<file path="src/rtl/axis_rd_meter_pkg.sv">
// Shared types and helpers for the AXIS read meter.
package axis_rd_meter_pkg;

  // One-hot meter states.
  typedef enum logic [3:0] {
    StIdle = 4'b0001,
    StArm  = 4'b0010,
    StRun  = 4'b0100,
    StDone = 4'b1000
  } state_t;

  // Widest counter the saturating helper supports.
  localparam int unsigned SatMaxW = 64;

  // Increment that sticks at max instead of wrapping.
  function automatic logic [SatMaxW-1:0] sat_inc(input logic [SatMaxW-1:0] val,
                                                 input logic [SatMaxW-1:0] max);
    return (val >= max) ? val : val + SatMaxW'(1);
  endfunction

endpackage

</file>
<file path="src/rtl/axis_rd_meter_sat_counter.sv">
// Saturating up-counter with synchronous clear; clear wins over increment.
module sat_counter
  import axis_rd_meter_pkg::*;
#(
  parameter int unsigned W = 32
) (
  input  logic         clk,
  input  logic         rstn,
  input  logic         clr,
  input  logic         inc,
  output logic [W-1:0] q
);

  // All-ones at width W, computed in the helper's width (W = SatMaxW wraps to all-ones).
  localparam logic [SatMaxW-1:0] Max = (SatMaxW'(1) << W) - SatMaxW'(1);

  logic [W-1:0] q_q, q_d;

  // Next count: clear, saturating increment, or hold.
  always_comb begin
    q_d = q_q;
    if (clr) begin
      q_d = '0;
    end else if (inc) begin
      q_d = W'(sat_inc(SatMaxW'(q_q), Max));
    end
  end

  // Count register.
  always_ff @(posedge clk or negedge rstn) begin
    if (!rstn) begin
      q_q <= '0;
    end else begin
      q_q <= q_d;
    end
  end

  assign q = q_q;

endmodule

</file>
<file path="src/rtl/axis_rd_meter.sv">
// AXIS read meter: accepts LENGTH_REG beats after a START_REG level, counting beats and RUN
// cycles. Define AXIS_RD_METER_CHECK_EN to build the data checker (expected word for beat i is
// zero-extended SEED_REG + i); without it ERR_CNT_REG and FIRST_ERR_REG read 0.
module axis_rd_meter
  import axis_rd_meter_pkg::*;
#(
  parameter int unsigned DATA_WIDTH = 64,
  parameter int unsigned CNT_WIDTH  = 32
) (
  input  logic                  clk,
  input  logic                  rstn,
  input  logic                  s_axis_tvalid,
  input  logic [DATA_WIDTH-1:0] s_axis_tdata,
  output logic                  s_axis_tready,
  input  logic                  START_REG,
  input  logic [31:0]           LENGTH_REG,
  input  logic [31:0]           SEED_REG,
  output logic                  BUSY_REG,
  output logic                  DONE_REG,
  output logic [CNT_WIDTH-1:0]  BEATS_REG,
  output logic [CNT_WIDTH-1:0]  CYCLES_REG,
  output logic [CNT_WIDTH-1:0]  ERR_CNT_REG,
  output logic [CNT_WIDTH-1:0]  FIRST_ERR_REG
);

  state_t               state_q, state_d;
  logic                 tready_q;
  logic [31:0]          len_q;
  logic                 arm, run;
  logic                 accept, last_beat;
  logic [CNT_WIDTH-1:0] beats;

  // tready is a flop that mirrors "next state is RUN", so it never depends on tvalid.
  assign s_axis_tready = tready_q;
  assign accept        = s_axis_tvalid & tready_q;
  assign last_beat     = accept && ((64'(beats) + 64'd1) == 64'(len_q));

  // State, tready and latched length registers.
  always_ff @(posedge clk or negedge rstn) begin
    if (!rstn) begin
      state_q  <= StIdle;
      tready_q <= 1'b0;
      len_q    <= '0;
    end else begin
      state_q  <= state_d;
      tready_q <= (state_d == StRun);
      if (arm) begin
        len_q <= LENGTH_REG;
      end
    end
  end

  // Next-state logic; ARM decides on the length it is latching this cycle.
  always_comb begin
    state_d = state_q;
    unique case (state_q)
      StIdle:  if (START_REG) state_d = StArm;
      StArm:   state_d = (LENGTH_REG == 32'd0) ? StDone : StRun;
      StRun:   if (last_beat) state_d = StDone;
      StDone:  if (!START_REG) state_d = StIdle;
      default: state_d = StIdle;
    endcase
  end

  // State-decoded outputs and counter controls.
  always_comb begin
    arm      = (state_q == StArm);
    run      = (state_q == StRun);
    BUSY_REG = arm | run;
    DONE_REG = (state_q == StDone);
  end

  sat_counter #(.W(CNT_WIDTH)) u_beats (
    .clk  (clk),
    .rstn (rstn),
    .clr  (arm),
    .inc  (accept),
    .q    (beats)
  );

  sat_counter #(.W(CNT_WIDTH)) u_cycles (
    .clk  (clk),
    .rstn (rstn),
    .clr  (arm),
    .inc  (run),
    .q    (CYCLES_REG)
  );

  assign BEATS_REG = beats;

`ifdef AXIS_RD_METER_CHECK_EN
  logic [DATA_WIDTH-1:0] seed_q;
  logic [DATA_WIDTH-1:0] expected;
  logic                  mismatch;
  logic                  err_seen_q;
  logic [CNT_WIDTH-1:0]  first_err_q;

  // Current beat count is the index of the beat being accepted.
  assign expected = seed_q + DATA_WIDTH'(beats);
  assign mismatch = accept && (s_axis_tdata != expected);

  // Seed latch and first-mismatch capture.
  always_ff @(posedge clk or negedge rstn) begin
    if (!rstn) begin
      seed_q      <= '0;
      err_seen_q  <= 1'b0;
      first_err_q <= '0;
    end else if (arm) begin
      seed_q      <= DATA_WIDTH'(SEED_REG);
      err_seen_q  <= 1'b0;
      first_err_q <= '0;
    end else if (mismatch && !err_seen_q) begin
      err_seen_q  <= 1'b1;
      first_err_q <= beats;
    end
  end

  sat_counter #(.W(CNT_WIDTH)) u_errs (
    .clk  (clk),
    .rstn (rstn),
    .clr  (arm),
    .inc  (mismatch),
    .q    (ERR_CNT_REG)
  );

  assign FIRST_ERR_REG = first_err_q;
`else
  logic unused_chk;
  assign unused_chk    = ^{SEED_REG, s_axis_tdata};
  assign ERR_CNT_REG   = '0;
  assign FIRST_ERR_REG = '0;
`endif

endmodule
</file>
<file path="config.mk">
export PLATFORM = sky130hd
export DESIGN_NAME = axis_rd_meter
export DESIGN_NICKNAME = d
export VERILOG_FILES = /design/src/rtl/axis_rd_meter_pkg.sv /design/src/rtl/axis_rd_meter_sat_counter.sv /design/src/rtl/axis_rd_meter.sv
export SDC_FILE = /design/constraint.sdc
export NUM_CORES = 1
export LEC_CHECK = 0
export ABC_AREA = 1
export BUFFER_PORTS_ARGS = -buffer_cell sky130_fd_sc_hd__buf_2
export CAP_MARGIN = 30
export CORE_MARGIN = 2
export CORE_UTILIZATION = 35
export CTS_BUF_LIST = sky130_fd_sc_hd__clkbuf_4
export CTS_CLUSTER_SIZE = 20
export DETAILED_ROUTE_END_ITERATION = 7
export SETUP_SLACK_MARGIN = 0.15
export SYNTH_ARGS = -nofsm -noshare
export SYNTH_HDL_FRONTEND = slang
export SYNTH_SLANG_ARGS = --single-unit
</file>
<file path="constraint.sdc">
create_clock -name clk -period 3.6 [get_ports clk]
set_input_delay 0.36 -clock clk [delete_from_list [all_inputs] [get_ports clk]]
set_output_delay 0.36 -clock clk [all_outputs]
set_load 0.01 [all_outputs]
</file>
# --- Yosys cells after proc, flatten, opt, wreduce, memory -nomap -nowiden ---
# Cells that the tools add are included.
# W data, S select, Z words.
word_totals:
  regBits: 101
  inputBits: 132
  out_inout_bits: 131
  word_cells: 36
op_classes:
  add_sub_neg: 2
  magnitude_cmp: 2
  n_eq_ne: 8
  n_mux: 11
  bitwise: 2
  reduce_logical: 6
op_table:
  columns: ["cell", "count"]
  rows:
  - ["$mux W32", 6]
  - ["$ge A32 B32 Y1 const B", 2]
  - ["$add A32 B1 Y33 const B", 1]
  - ["$eq A33 B32 Y1", 1]
  - ["$add A32 B1 Y32 const B", 1]
  - ["$logic_not A32 Y1", 1]
  - ["$mux W4", 4]
  - ["$pmux W4 S4", 1]
  - ["$eq A4 B3 Y1 const B", 2]
  - ["$eq A4 B1 Y1 const B", 1]
  - ["$eq A4 B2 Y1 const B", 1]
  - ["$eq A4 B4 Y1 const B", 1]
  - ["$ne A2 B2 Y1 const B", 2]
  - ["$reduce_and A2 Y1", 2]
  - ["$reduce_bool A2 Y1", 2]
  - ["$and A1 B1 Y1", 1]
  - ["$logic_and A1 B1 Y1", 1]
  - ["$or A1 B1 Y1", 1]

# --- Longest topological paths before layout ---
logic_depth:
  ltp_word: 6
  depth_mapped: 17
  mapped_depth_nobuf: 17

# --- By module ---
# Synthesis repeated with hierarchy kept, for this count alone.
hier_totals:
  hier_cells: 1257
  hier_area_um2: 8081.5
by_module_without_submodules:
  columns: ["module", "n_inst", "cells_each", "area_each_um2", "seq_area_each_um2"]
  rows:
  - ["axis_rd_meter", 1, 576, 3565.9, 927.1]
  - ["sat_counter at u_beats", 1, 341, 2265.9, 800.8]
  - ["sat_counter at u_cycles", 1, 340, 2249.7, 800.8]

# --- Least setup slack after synthesis ---
# Ideal clock, no wire load.
synth_path:
  path_kind: "register -> register"
  from: "reg u_beats.q_q[1] (netlist: u_beats.q[1])"
  to: "reg tready_q (netlist: s_axis_tready)"
  setup_ps: 121
  arrival_time_ps: 1848
  required_time_ps: 3479
  slack_ps: 1631
  stages_incl_launch_ff: 15
  n_path_buf: 0
  synth_period_minus_slack_ps: 1969
  path_cell_list: "dfrtp_1 ha_1 nand2_2 nor2_4 nand2_1 nor2_1 nand3_1 nand2_1 nand2_1 nand2_1 nand2_1 nor2_2 nand3_2 o21ai_2 nand2_1"
synth_via:
  elab_chain_len: 6
synth_lines:
  columns: ["element", "line_no", "text"]
  rows:
  - ["from (decl)", "axis_rd_meter_sat_counter.sv:17", "logic [W-1:0] q_q, q_d;"]
  - ["from (signal assigned)", "axis_rd_meter_sat_counter.sv:34", "q_q <= q_d;"]
  - ["$add A32 B1 Y33", null, null]
  - ["$eq A33 B32 Y1", "axis_rd_meter.sv:36", "assign last_beat = accept && ((64'(beats) + 64'd1) == 64'(len_q));"]
  - ["$logic_and A1 B1 Y1", "axis_rd_meter.sv:36", null]
  - ["$mux W4", "axis_rd_meter.sv:59", "StRun: if (last_beat) state_d = StDone;"]
  - ["$pmux W4 S4", "axis_rd_meter.sv:56", "unique case (state_q)"]
  - ["$eq A4 B3 Y1", "axis_rd_meter.sv:46", "tready_q <= (state_d == StRun);"]
  - ["to (signal assigned)", "axis_rd_meter.sv:46", null]
  - ["to (decl)", "axis_rd_meter.sv:27", "logic tready_q;"]
# Every way passes these cells.
# A chain may end at the register's enable or synchronous reset.

# --- Worst setup path in the final report ---
layout_path:
  from: "reg state_q[2]"
  to: "reg u_cycles.q_q[8] (netlist: u_cycles.q[8])"
layout_via:
  elab_chain_len: 3
  word_cells_on_any_way: 6
  classes_between: "eq/ne: 3; mux: 1; reduce/logical: 2"
layout_lines:
  columns: ["element", "line_no", "text"]
  rows:
  - ["from (decl)", "axis_rd_meter.sv:26", "state_t state_q, state_d;"]
  - ["from (signal assigned)", "axis_rd_meter.sv:41", "state_q <= StIdle;"]
  - ["from (signal assigned)", "axis_rd_meter.sv:45", "state_q <= state_d;"]
  - ["$eq A4 B2 Y1 or $eq A4 B3 Y1 (tied branches)", "axis_rd_meter.sv:67, axis_rd_meter.sv:68", null]
  - ["$ne A2 B2 Y1 (no line) or $reduce_bool A2 Y1 (tied branches)", null, null]
  - ["$reduce_and A2 Y1 (no line)", null, null]
  - ["to (signal assigned)", "axis_rd_meter_sat_counter.sv:34", null]
  - ["to (decl)", "axis_rd_meter_sat_counter.sv:17", null]
# Parallel ways exist; a longest one is shown, timed or not.

==> impl_metrics.tcl <==
set metrics [dict create \
    grt_overflow_total 0 \
    syn_area_per_cell_um2 7.04 \
    min_period_ns 2.64 \
    dp_hpwl_mm 15.5 \
    global_placement_routability_congestion 0.913 \
    grt_start_max_net_pins 59 \
    ff_to_ff_path_depth 8 \
    timing.hold.worst_path_depth 2 \
    multi_input_area_um2 3770 \
    seqCellArea_um2 2530 \
    min_path_type "in -> reg" \
    power_per_cell_area_nw_per_um2 552 \
    async_flop_share_pct 100 \
    timing.critical_path.buf_inv 0 \
    tritoncts "built" \
    flow.area_growth_from_synthesis_pct 10.3 \
    setup.worst_path.end_class "flop" \
    timing_worst_setup_path_type "reg -> reg" \
    grt_setup_unrepaired "false" \
    critical-path-max-stage-delay_ns 0.42 \
    fin_util_pct 39.6 \
    critical_path_required_ns 4.00 \
    dr.first_iter.drc_count 462 \
    hold_viol_final 0 \
    max_freq_mhz 378 \
    timing_worst_slew_pin_value_ns 0.799 \
    grt_usage_pct 18.9 \
    cap_viol_max_count 0 \
    drt.antenna.violating_nets 0 \
    number_of_flops_mapped_to_enable_cells_by_yosys 0 \
    power_leakage_uw 0.00375 \
    dieHeight_um 146 \
    floorplan.die_area_um2 21300 \
    boundaryPins 263 \
    insertion_delay_ns 0.50 \
    cp_num_cells 8 \
    setup_tns_ns 0 \
    synth_seq_area_share_pct 35.8 \
    final.period_utilization_pct 73.4 \
    power_uw 4300 \
    wl_per_cell_um 14.7 \
    avgViaCountPerCell 4.84 \
    via_count 6637 \
    port_buffers 102 \
    synthFlopType "sky130_fd_sc_hd__dfrtp_1" \
    nFillCells 2111 \
    root_buffer_selected_by_cts "sky130_fd_sc_hd__clkbuf_4" \
    post_synth_instance_area_um2 7060 \
    clock-sinks 101 \
    initial_antenna_violation_count 2 \
    final_cell_area_um2 7790 \
    numCtsBuffers 9 \
    synthesized_flop_and_latch_total 101 \
    synth_warnings 0 \
    critical_path.max_fanout 22 \
    remaining_drc_errors 0 \
    critical_path_arrival_ns 3.04 \
    initial_utilization_pct 35.9 \
    detailedRoute.firstPassIterationCount 5 \
    timing.critical_path.slowest_stage_cell "sky130_fd_sc_hd__dfrtp_1" \
    clock_tree.htree_level_count 3 \
    status "finished clean" \
    syn_inst 1003 \
    critPathTopFamily "simple AND/OR/NAND/NOR gates" \
    clk_transition_reported_paths_ns 0.16 \
    worstPathCellList "nor2_1 > nand2_1 > nand2_1 > nand2_1 > nor3_1 > nand3_1 > nor3_1 > nor2_1" \
    number_of_global_route_vias_before_repair 6075 \
    setup_viol 0 \
    slew-limit-headroom_pct 46.7 \
    floorplan.core_area_um2 19700 \
    placed_cell_area_um2 7610 \
    crit_path_start_kind "flop" \
    peakVddDrop_uv 210 \
    synth.lib_cells_used.distinct 41 \
    drive_gt1_share_pct 14.7 \
    cpMostUsedCell "sky130_fd_sc_hd__nand2_1" \
    clock_tree.buffer_depth 2 \
    fp-row-count 51 \
    wl_mm 20.1 \
    grt_pass1_wl_mm 32.3 \
    maxSlewViolCount 0 \
    num-nets-final 1234 \
    worst_clock_skew_ns 0.0408 \
    die_width_um 146 \
]
-- Yosys cell counts (3+ instances only) --
| library cell | n | area (um^2) |
|---|---|---|
| sky130_fd_sc_hd__nor4_1 | 13 | 81.3 |
| sky130_fd_sc_hd__o22ai_2 | 10 | 125 |
| sky130_fd_sc_hd__nand3b_1 | 9 | 67.6 |
| sky130_fd_sc_hd__dfrtp_1 | 100 | 2500 |
| sky130_fd_sc_hd__xnor3_1 | 3 | 67.6 |
| sky130_fd_sc_hd__nand2_4 | 3 | 33.8 |
| sky130_fd_sc_hd__nand4_1 | 16 | 100 |
| sky130_fd_sc_hd__nand3_2 | 4 | 40.0 |
| sky130_fd_sc_hd__o21ai_0 | 42 | 210 |
| sky130_fd_sc_hd__buf_2 | 9 | 45.0 |
| sky130_fd_sc_hd__buf_4 | 64 | 480 |
| sky130_fd_sc_hd__xnor2_1 | 7 | 61.3 |
| sky130_fd_sc_hd__nor2_1 | 88 | 330 |
| sky130_fd_sc_hd__nor2_4 | 5 | 56.3 |
| sky130_fd_sc_hd__nand2_2 | 3 | 18.8 |
| sky130_fd_sc_hd__inv_1 | 103 | 387 |
| sky130_fd_sc_hd__inv_2 | 4 | 15.0 |
| sky130_fd_sc_hd__nand3_1 | 80 | 400 |
| sky130_fd_sc_hd__clkbuf_1 | 11 | 41.3 |
| sky130_fd_sc_hd__nor3_1 | 26 | 130 |
| sky130_fd_sc_hd__o31ai_1 | 22 | 165 |
| sky130_fd_sc_hd__xor2_1 | 20 | 175 |
| sky130_fd_sc_hd__nor2_8 | 3 | 60.1 |
| sky130_fd_sc_hd__a21oi_1 | 5 | 25.0 |
| sky130_fd_sc_hd__o22ai_1 | 8 | 50.1 |
| sky130_fd_sc_hd__nand2_1 | 326 | 1220 |
-- routing by layer --
metal	global-route usage (%)	routed length (um)
met2	28.7	8810
met3	3.22	1230
met1	27.7	9720
met4	5.24	346
met5	0	0
-- state kept, by name, indices dropped and copies added (netlist names) --
name / count
u_beats.q: 32
u_cycles.q: 32
len_q: 32
s_axis_tready: 1
state_q: 4
-- layout by cell type (no fill, tap or decap), types with 7 or more instances in the layout --
master / n
sky130_fd_sc_hd__nand4_1: 16
sky130_fd_sc_hd__nand2_1: 326
sky130_fd_sc_hd__nor4_1: 13
sky130_fd_sc_hd__buf_2: 101
sky130_fd_sc_hd__o22ai_2: 10
sky130_fd_sc_hd__conb_1: 64
sky130_fd_sc_hd__inv_1: 103
sky130_fd_sc_hd__nor3_1: 26
sky130_fd_sc_hd__xnor2_1: 7
sky130_fd_sc_hd__o22ai_1: 8
sky130_fd_sc_hd__nor2_1: 88
sky130_fd_sc_hd__buf_4: 7
sky130_fd_sc_hd__dfrtp_1: 100
sky130_fd_sc_hd__o21ai_0: 42
sky130_fd_sc_hd__nand3b_1: 9
sky130_fd_sc_hd__xor2_1: 20
sky130_fd_sc_hd__nand3_1: 80
sky130_fd_sc_hd__o31ai_1: 22
sky130_fd_sc_hd__clkbuf_4: 10
-- cells by family after synthesis --
kind of cell | after synthesis | share of synthesized area (%)
flip-flops | 101 | 35.8
adder cells (fa/ha/maj) | 2 | 0.354
XOR/XNOR | 30 | 4.31
buffers and inverters | 194 | 14.1
AO/OA/AOI/OAI | 94 | 8.91
other | 1 | 0.0531
AND/OR/NAND/NOR | 581 | 36.5
-- metrics by stage --
step	hold slack [ns]	cells	worst slack, ns
floorplan	0.0644	1066	1.63
global placement	0.479	1353	1.03
detailed placement	0.488	1353	0.958
CTS	0.0107	1370	0.937
global route	-0.000913	1372	0.637
finish	0.0457	1372	0.957
-- layout make-up --
cell class | instances | area share [%]
diodes | 2 | 0.0642
multi-input cells | 771 | 48.4
flip-flops and latches | 101 | 32.5
inverters | 107 | 5.16
well taps | 265 | 4.26
clock inverters | 6 | 1.11
repair buffers | 110 | 7.55
clock buffers | 10 | 0.964
-- final timing paths --
path	startpoint	endpoint	slack (ns)
max	state_q[2]	u_cycles.q[8]	0.96
min	START_REG	state_q[0]	0.05
max reg2reg	state_q[2]	u_cycles.q[8]	0.96
min reg2reg	len_q[0]	len_q[0]	0.52
max in group asynchronous	rstn	state_q[0]	2.32
min in group asynchronous	rstn	len_q[11]	0.46
-- where the power goes --
group	leakage (uW)	switching, uW	internal [uW]
combinational	0.00233	1080	634
sequential	0.00134	402	1470
clock	0.0000868	420	290
-- repair_timing --
item,CTS,global route
setup buffers,0,0
hold endpoints to repair,57,0
hold buffers,1,0
gates resized for setup,0,0
Note: power is estimated with default switching activity, not from simulation.
